--- src/rtl/hilo_seq_pkg.sv ---
// Shared types and constants for the HI/LO multicycle sequencer.
package hilo_seq_pkg;

    typedef enum logic [2:0] {
        IDLE,
        INIT,
        RUN,
        WRITE,
        EXC
    } state_t;

    localparam logic OP_MULT = 1'b0;
    localparam logic OP_DIV  = 1'b1;

    localparam int DEF_DIV_CYCLES  = 32;
    localparam int DEF_MULT_CYCLES = 32;
    localparam int DEF_CNT_W       = 6;

endpackage

--- src/rtl/hilo_seq_if.sv ---
// Control-unit <-> HI/LO sequencer signal bundle; master is the requester side.
interface hilo_seq_if;
    import hilo_seq_pkg::*;

    logic start;
    logic op;
    logic hilo_rd;
    logic div_zero_n;
    logic div_init;
    logic mult_init;
    logic hilo_sel;
    logic hilo_we;
    logic busy;
    logic stall;
    logic done;
    logic div_zero_exc;
    logic illegal_op;

    modport master (
        output start, op, hilo_rd, div_zero_n,
        input  div_init, mult_init, hilo_sel, hilo_we, busy, stall, done,
               div_zero_exc, illegal_op
    );

    modport slave (
        input  start, op, hilo_rd, div_zero_n,
        output div_init, mult_init, hilo_sel, hilo_we, busy, stall, done,
               div_zero_exc, illegal_op
    );

endinterface

--- src/rtl/hilo_seq_cycle_counter.sv ---
// Clear/enable iteration counter with terminal-count flag against a runtime limit.
module seq_cycle_counter
    import hilo_seq_pkg::*;
#(
    parameter int CNT_W = DEF_CNT_W
) (
    input  logic             clk,
    input  logic             reset,
    input  logic             clr,
    input  logic             en,
    input  logic [CNT_W-1:0] limit,
    output logic [CNT_W-1:0] cnt,
    output logic             tc
);

    always_ff @(posedge clk) begin
        if (reset || clr)
            cnt <= '0;
        else if (en)
            cnt <= cnt + CNT_W'(1);
    end

    assign tc = (cnt == limit);

endmodule

--- src/rtl/hilo_seq.sv ---
// HI/LO multicycle sequencer: init pulse, iteration count, single HI/LO write or div-by-zero exception.
// Define HILO_SEQ_MULT_EN to sequence MULT requests; otherwise they are dropped with illegal_op.
module hilo_seq
    import hilo_seq_pkg::*;
#(
    parameter int DIV_CYCLES  = DEF_DIV_CYCLES,
    parameter int MULT_CYCLES = DEF_MULT_CYCLES,
    parameter int CNT_W       = DEF_CNT_W
) (
    input  logic      clk,
    input  logic      reset,
    hilo_seq_if.slave bus
);

    state_t           state, state_nxt;
    logic             accept, drop, sel, illegal_q;
    logic [CNT_W-1:0] cnt, limit;
    logic             tc;
    logic             div_init_c, mult_init_c, we_c, done_c, exc_c;

`ifdef HILO_SEQ_MULT_EN
    logic op_q;

    assign accept = (state == IDLE) & bus.start;
    assign drop   = 1'b0;

    always_ff @(posedge clk) begin
        if (reset)
            op_q <= OP_MULT;
        else if (accept)
            op_q <= bus.op;
    end

    assign sel = op_q;
`else
    assign accept = (state == IDLE) & bus.start & (bus.op == OP_DIV);
    assign drop   = (state == IDLE) & bus.start & (bus.op == OP_MULT);
    assign sel    = OP_DIV;
`endif

    // Iteration budget follows the latched unit; the limit is the last RUN count value.
    assign limit = (sel == OP_DIV) ? CNT_W'(DIV_CYCLES - 1) : CNT_W'(MULT_CYCLES - 1);

    seq_cycle_counter #(.CNT_W(CNT_W)) u_cnt (
        .clk   (clk),
        .reset (reset),
        .clr   (state != RUN),
        .en    (state == RUN),
        .limit (limit),
        .cnt   (cnt),
        .tc    (tc)
    );

    always_ff @(posedge clk) begin
        if (reset) begin
            state     <= IDLE;
            illegal_q <= 1'b0;
        end else begin
            state     <= state_nxt;
            illegal_q <= drop;
        end
    end

    always_comb begin
        state_nxt   = state;
        div_init_c  = 1'b0;
        mult_init_c = 1'b0;
        we_c        = 1'b0;
        done_c      = 1'b0;
        exc_c       = 1'b0;
        case (state)
            IDLE:  if (accept) state_nxt = INIT;
            INIT: begin
                if (sel == OP_DIV) div_init_c  = 1'b1;
                else               mult_init_c = 1'b1;
                state_nxt = RUN;
            end
            // The divider's zero flag is only valid on the first RUN cycle.
            RUN: begin
                if ((sel == OP_DIV) && (cnt == '0) && !bus.div_zero_n)
                    state_nxt = EXC;
                else if (tc)
                    state_nxt = WRITE;
            end
            WRITE: begin
                we_c      = 1'b1;
                done_c    = 1'b1;
                state_nxt = IDLE;
            end
            EXC: begin
                exc_c     = 1'b1;
                done_c    = 1'b1;
                state_nxt = IDLE;
            end
            default: state_nxt = IDLE;
        endcase
    end

    assign bus.div_init     = div_init_c;
    assign bus.mult_init    = mult_init_c;
    assign bus.hilo_sel     = sel;
    assign bus.hilo_we      = we_c;
    assign bus.done         = done_c;
    assign bus.div_zero_exc = exc_c;
    assign bus.illegal_op   = illegal_q;
    assign bus.busy         = (state != IDLE);
    assign bus.stall        = (state != IDLE) & (bus.start | bus.hilo_rd);

endmodule
--- src/flat_wrapper.sv ---
// flat-port wrapper written by rule: the top's interface ports become plain ports
module hilo_seq_flat import hilo_seq_pkg::*;
#(
    parameter int DIV_CYCLES  = DEF_DIV_CYCLES,
    parameter int MULT_CYCLES = DEF_MULT_CYCLES,
    parameter int CNT_W       = DEF_CNT_W
)
  (clk, reset, bus_start, bus_op, bus_hilo_rd, bus_div_zero_n, bus_div_init, bus_mult_init, bus_hilo_sel, bus_hilo_we, bus_busy, bus_stall, bus_done, bus_div_zero_exc, bus_illegal_op);
  hilo_seq_if bus_i ();
  input  logic clk;
  input  logic reset;
  input wire logic [$bits(bus_i.start)-1:0] bus_start;
  input wire logic [$bits(bus_i.op)-1:0] bus_op;
  input wire logic [$bits(bus_i.hilo_rd)-1:0] bus_hilo_rd;
  input wire logic [$bits(bus_i.div_zero_n)-1:0] bus_div_zero_n;
  output wire logic [$bits(bus_i.div_init)-1:0] bus_div_init;
  output wire logic [$bits(bus_i.mult_init)-1:0] bus_mult_init;
  output wire logic [$bits(bus_i.hilo_sel)-1:0] bus_hilo_sel;
  output wire logic [$bits(bus_i.hilo_we)-1:0] bus_hilo_we;
  output wire logic [$bits(bus_i.busy)-1:0] bus_busy;
  output wire logic [$bits(bus_i.stall)-1:0] bus_stall;
  output wire logic [$bits(bus_i.done)-1:0] bus_done;
  output wire logic [$bits(bus_i.div_zero_exc)-1:0] bus_div_zero_exc;
  output wire logic [$bits(bus_i.illegal_op)-1:0] bus_illegal_op;
  assign bus_i.start = bus_start;
  assign bus_i.op = bus_op;
  assign bus_i.hilo_rd = bus_hilo_rd;
  assign bus_i.div_zero_n = bus_div_zero_n;
  assign bus_div_init = bus_i.div_init;
  assign bus_mult_init = bus_i.mult_init;
  assign bus_hilo_sel = bus_i.hilo_sel;
  assign bus_hilo_we = bus_i.hilo_we;
  assign bus_busy = bus_i.busy;
  assign bus_stall = bus_i.stall;
  assign bus_done = bus_i.done;
  assign bus_div_zero_exc = bus_i.div_zero_exc;
  assign bus_illegal_op = bus_i.illegal_op;
  hilo_seq #(.DIV_CYCLES(DIV_CYCLES), .MULT_CYCLES(MULT_CYCLES), .CNT_W(CNT_W)) u_core (.clk(clk), .reset(reset), .bus(bus_i));
endmodule
--- config.mk ---
export PLATFORM = sky130hd
export DESIGN_NAME = hilo_seq_flat
export DESIGN_NICKNAME = d
export VERILOG_FILES = /design/src/rtl/hilo_seq_pkg.sv /design/src/rtl/hilo_seq_if.sv /design/src/rtl/hilo_seq_cycle_counter.sv /design/src/rtl/hilo_seq.sv /design/src/flat_wrapper.sv
export SDC_FILE = /design/constraint.sdc
export NUM_CORES = 1
export LEC_CHECK = 0
export ABC_CLOCK_PERIOD_IN_PS = 1250
export CAP_MARGIN = 10
export CORE_AREA = 4 4 41 43
export DETAILED_ROUTE_END_ITERATION = 16
export DIE_AREA = 0 0 45 47
export PLACE_DENSITY = 0.66
export RECOVER_POWER = 25
export SLEW_MARGIN = 20
export SYNTH_ARGS = -nofsm -noshare
export SYNTH_HDL_FRONTEND = slang
export SYNTH_SLANG_ARGS = --single-unit
--- constraint.sdc ---
create_clock -name clk -period 1.25 [get_ports clk]
set_input_delay 0.25 -clock clk [delete_from_list [all_inputs] [get_ports clk]]
set_output_delay 0.25 -clock clk [all_outputs]
set_load 0.1 [all_outputs]
Yosys cells after proc, flatten, opt, wreduce, memory -nomap -nowiden
Index checks and enable logic that the tools add are counted.
{ "totals": {"elab_cells": 34, "reg_bits": 10} }
{ "classes": {"eq_ne": 8, "n_reduce_logical": 8, "muxes": 8, "add_sub_neg": 1, "bitwise_logic": 6} }
{ "op_table": {"columns": ["operator", "count"], "rows": [
  ["3-bit 2-to-1 mux", 3],
  ["3-bit one-hot mux with 3 select lines", 1],
  ["6-bit by 1-bit adder with 6-bit output, second input constant", 1],
  ["3-bit by 2-bit == test with 1-bit output, second input constant", 2],
  ["6-bit by 5-bit == test with 1-bit output, second input constant", 1],
  ["6-bit logical NOT", 1],
  ["1-bit AND", 4],
  ["1-bit 2-to-1 mux", 4],
  ["3-bit by 1-bit == test with 1-bit output, second input constant", 1],
  ["3-bit == test, second input constant", 1],
  ["3-bit logical NOT", 1],
  ["3-bit by 1-bit != test with 1-bit output, second input constant", 1],
  ["3-bit by 2-bit != test with 1-bit output, second input constant", 1],
  ["3-bit nonzero test", 1],
  ["2-bit by 1-bit != test with 1-bit output, second input constant", 1],
  ["2-bit AND reduction", 1],
  ["2-bit OR reduction", 1],
  ["1-bit logical AND", 1],
  ["1-bit logical NOT", 1],
  ["1-bit logical OR", 1],
  ["1-bit inverter", 1],
  ["1-bit OR", 1]
]} }

Depth between registers and ports, before layout
{ "depth": {"depth_word": 5, "depth_mapped": 5, "depth_no_buf": 5} }

Cells and area by module
From an unflattened synthesis, not the netlist that was laid out.
{ "unflattened": {"hier_cells": 65, "area_unflattened_um2": 548.0} }
{ "modules_own_cells": {"columns": ["mod", "seq_area_each_um2", "cells_per_inst", "area_per_inst_um2", "n_inst"], "rows": [
  ["seq_cycle_counter", 120.1, 34, 312.8, 1],
  ["hilo_seq", 80.1, 31, 235.2, 1]
]} }

Worst setup path after synthesis
No wires, ideal clock.
{ "synth_timing": {"path_kind": "reg-to-output", "from": "reg u_core.state[2]", "to": "out bus_done", "n_path_buf": 0, "stages_incl_launch_ff": 3, "setup_slack_ns": -2.337, "t_arrival_ns": 3.337, "cell_sequence": "dfxtp_1 > nor3b_1 > or2_2"} }
{ "synth_between": {"elab_chain_cells": 3, "elab_cells_between_ends": 4, "cone_classes": "2 x eq/ne; 1 x mux; 1 x reduce/logical"} }
{ "synth_lines": {"columns": ["item", "line", "text"], "rows": [
  ["start, declared", "hilo_seq.sv:15", "state_t state, state_nxt;"],
  ["start signal, assigned", "hilo_seq.sv:59", "state <= state_nxt;"],
  ["3-bit by 2-bit == test with 1-bit output / 3-bit == test (equally long branches)", "hilo_seq.sv:71", "case (state)"],
  ["2-bit OR reduction (no source line) (*)", null, null],
  ["1-bit 2-to-1 mux (*)", "hilo_seq.sv:71", null],
  ["end, declared", "flat_wrapper.sv:22", "output wire logic [$bits(bus_i.done)-1:0] bus_done;"]
]} }
Every way passes the cells marked *; elsewhere a longest branch is shown, timed or not.

Worst setup path after layout
{ "layout_timing": {"from": "reg u_core.state[2]", "to": "out bus_stall"} }
{ "layout_between": {"elab_chain_cells": 2} }
{ "layout_lines": {"columns": ["item", "line", "text"], "rows": [
  ["3-bit nonzero test", "hilo_seq.sv:107", "assign bus.stall = (state != IDLE) & (bus.start | bus.hilo_rd);"],
  ["1-bit AND", "hilo_seq.sv:107", null],
  ["end, declared", "flat_wrapper.sv:21", "output wire logic [$bits(bus_i.stall)-1:0] bus_stall;"]
]} }
Every way passes these cells.

==> reports/qor.yml <==
status: "finished, violations left"
violations: "setup timing"
yosysSeqAreaShare: 0.420
period_needed_ns: 1.59
post-route-period-util: 1.27
required_ns: 1.00
gr-usage-met3: 0.0575
synth-seq-cells: 10
cts_buffer_depth: 2
path_max_fanout: 4
critPathKind: "flop to output pin"
synth-simple-area-share: 0.331
htree_num_levels: 1
synthArstFlopShare: 0
power_switching_share: 0.307
die-area_sq_um: 2120
grt_overflow: 0
num-fill-cells: 90
fp-row-count: 13
synth_nets: 61
top_usage_layer: "met2"
clk_latency_ns: 0.27
antenna_found_initial: 0
setup.worst_path.start: "u_core.state[2]"
grt_max_degree: 8
synthMuxAreaShare: 0
detailed_place_hpwl_microns: 911
grt_use_met2: 0.277
yosys-top-cells-area: "dfxtp_1 (42%), ha_1 (5.2%), nor2_1 (3.9%), xor2_1 (3.7%), buf_4 (3.1%)"
hold_violations: 0
clkSlewWorstSetupHoldPaths_ns: 0.07
yosys.area.top_type: "dfxtp_1"
synth_area_sq_um: 477
p_leak_uw: 0.000404
power_per_cell_area_nw_per_um2: 881
ys.flop_type: "dfxtp_1"
drc: 0
synth_top_area_share: 0.420
worstPathArrival_ns: 1.34
max_stage_delay_ns: 0.41
area_growth_syn_to_layout_pct: 105
synth.distinct_cells: 29
drt-pass1-iter-count: 2
final_util: 0.750
vias_per_cell: 4.90
core-area_sq_um: 1300
multi_input_area_sq_um: 343
irDropWorstVdd_uv: 630
synth_top_family_by_area: "simple AND/OR/NAND/NOR gates"
grt_pass1_vias: 504
cts_tree: "yes"
met1_usage: 0.175
io_pins: 15
cts_sinks: 10
crit_chain: "or3_4 -> o21a_4 -> buf_12"
syn_area_per_cell_sq_um: 8.99
synth_fa_ha_area_frac: 0.0525
wl_microns: 1510
hold_class: "flop to flop"
clock_skew_ns: 0.00359
finalNetCount: 96
pre_cts_slack_ns: -0.271
setup-violations-final: 9
yosys.area_share.xor_xnor: 0.0551
hold_buffers: 0
drive_gt1_frac: 0.609
cts-root-buf: "clkbuf_4"
regArea_sq_um: 208
numCtsBuffers: 3
min_from: "u_core.u_cnt.cnt[0]"
r2r_setup_slack_ns: -0.25
dr_total_vias: 500
io_buffers: 12
power_frac_seq: 0.381
rsz0062_at_grt: "yes"
grt_use_total: 0.159
routabilityCongestion: 0.737
die_h_microns: 47
synthCells: 53
worstSetupStartpointType: "flop"
yosysMostFrequentCell: "dfxtp_1"
die_w_microns: 45
totalPowerFinal_uw: 860
wl_per_cell_microns: 14.8
intPower_uw: 596
r2r_start: "u_core.state[0]"
ys_warn_count: 0
start_util: 0.366
grt_pass1_wl_microns: 2310
synth-compound-area-share: 0.0709
synth-edff-count: 0
drt-initial-drc-count: 5
maxCapViolCount: 0
final_max_slew_viol_count: 0
synthTopCellsByCount: "dfxtp_1 (10), nor2_1 (5), inv_1 (3), nand2_1 (3)"
ant_nets: 0
end_kind: "output pin"
power.switching_uw: 264
setup_ws_ns: -0.338
timing.fmax_ghz: 0.630
worst_path_max_delay_cell: "or3_4"
diodes: 0
clkPwrFrac: 0.349
power_frac_comb: 0.271
power groups by stage:
stage          combinational [uW]  clock [uW]  sequential, uW
2_1_floorplan                 111           0             347
3_3_place_gp                  198           0             335
3_5_place_dp                  199           0             336
4_1_cts                       219         307             329
5_1_grt                       241         315             328
6_report                      233         300             327
state kept, by name, summed over array words and instances, names as in the netlist:
name                   cells
u_core.state               3
u_core.u_cnt.cnt           6
u_core.bus.illegal_op      1
cells in the final DEF (no fill, tap or decap):
cell type,count
nor3b_4,2
nand3b_1,1
nand2_1,2
nand4_1,1
inv_1,3
xor2_1,2
clkbuf_8,1
a21oi_2,2
nor4b_2,1
dfxtp_4,1
o31ai_2,1
buf_6,5
nor2_1,5
ha_2,1
clkbuf_4,3
o21a_4,1
and3_1,1
or4_4,1
and3b_2,1
conb_1,2
buf_12,7
nor3_2,1
or4b_4,1
xnor2_1,1
nor2b_1,1
dfxtp_2,3
or3_4,1
nor4_4,1
nand2_2,1
dfxtp_1,6
nand3_1,2
or3b_4,1
or2_4,2
clkdlybuf4s50_1,5
buf_4,15
o2bb2ai_1,1
ha_1,1
worst paths after layout:
path / end / cells past startpoint
worst min-delay path: u_core.u_cnt.cnt[0] / 2
worst max register to register: u_core.u_cnt.cnt[5] / 5
worst min register to register: u_core.u_cnt.cnt[0] / 2
worst max-delay path: bus_stall / 3
what timing repair did:
item | in CTS | in global routing
pin swaps | 7 | 7
setup buffers | 4 | 1
endpoints found under the setup margin | 10 | 11
resized for setup | 11 | 15
worst max-delay path: cells and delay by family, from the launching register on:
kind | cells | cell delay, ns
compound gates | 1 | 0.14
buf+inv | 1 | 0.16
flops | 1 | 0.36
simple gates | 1 | 0.41
logic make-up (layout without fill, tap and decap cells):
| logic type | after synthesis | count (layout) |
|---|---|---|
| AO/OA/AOI/OAI | 5 | 5 |
| flip-flops | 10 | 10 |
| adder cells (fa/ha/maj) | 2 | 2 |
| AND/OR/NAND/NOR | 26 | 26 |
| buffers and inverters | 5 | 39 |
| other | 2 | 2 |
| XOR/XNOR | 3 | 3 |
per-layer routing:
| metal | wire, microns | share of wire |
|---|---|---|
| met1 | 614 | 0.41 |
| met2 | 836 | 0.56 |
| met3 | 44 | 0.029 |
| met4 | 10 | 0.0066 |
| met5 | 0 | 0 |
area by class of cell:
cell class	instances	area share
Timing Repair Buffer	32	0.368
Multi-Input combinational cell	38	0.351
Sequential cell	10	0.213
Clock buffer	4	0.0372
Tap cell	15	0.0192
Inverter	3	0.0115
stage by stage:
stage	hold WS [ns]	setup TNS (ns)	std cells	area, sq um
after floorplan	0.329	-2.83	53	499
after global placement	0.487	-0.734	93	806
after detailed placement	0.510	-0.843	93	806
after CTS	0.517	-1.77	101	915
after global routing	0.538	-2.67	102	976
final	0.516	-2.18	102	976
No activity file was read; power rests on OpenSTA's default activity.
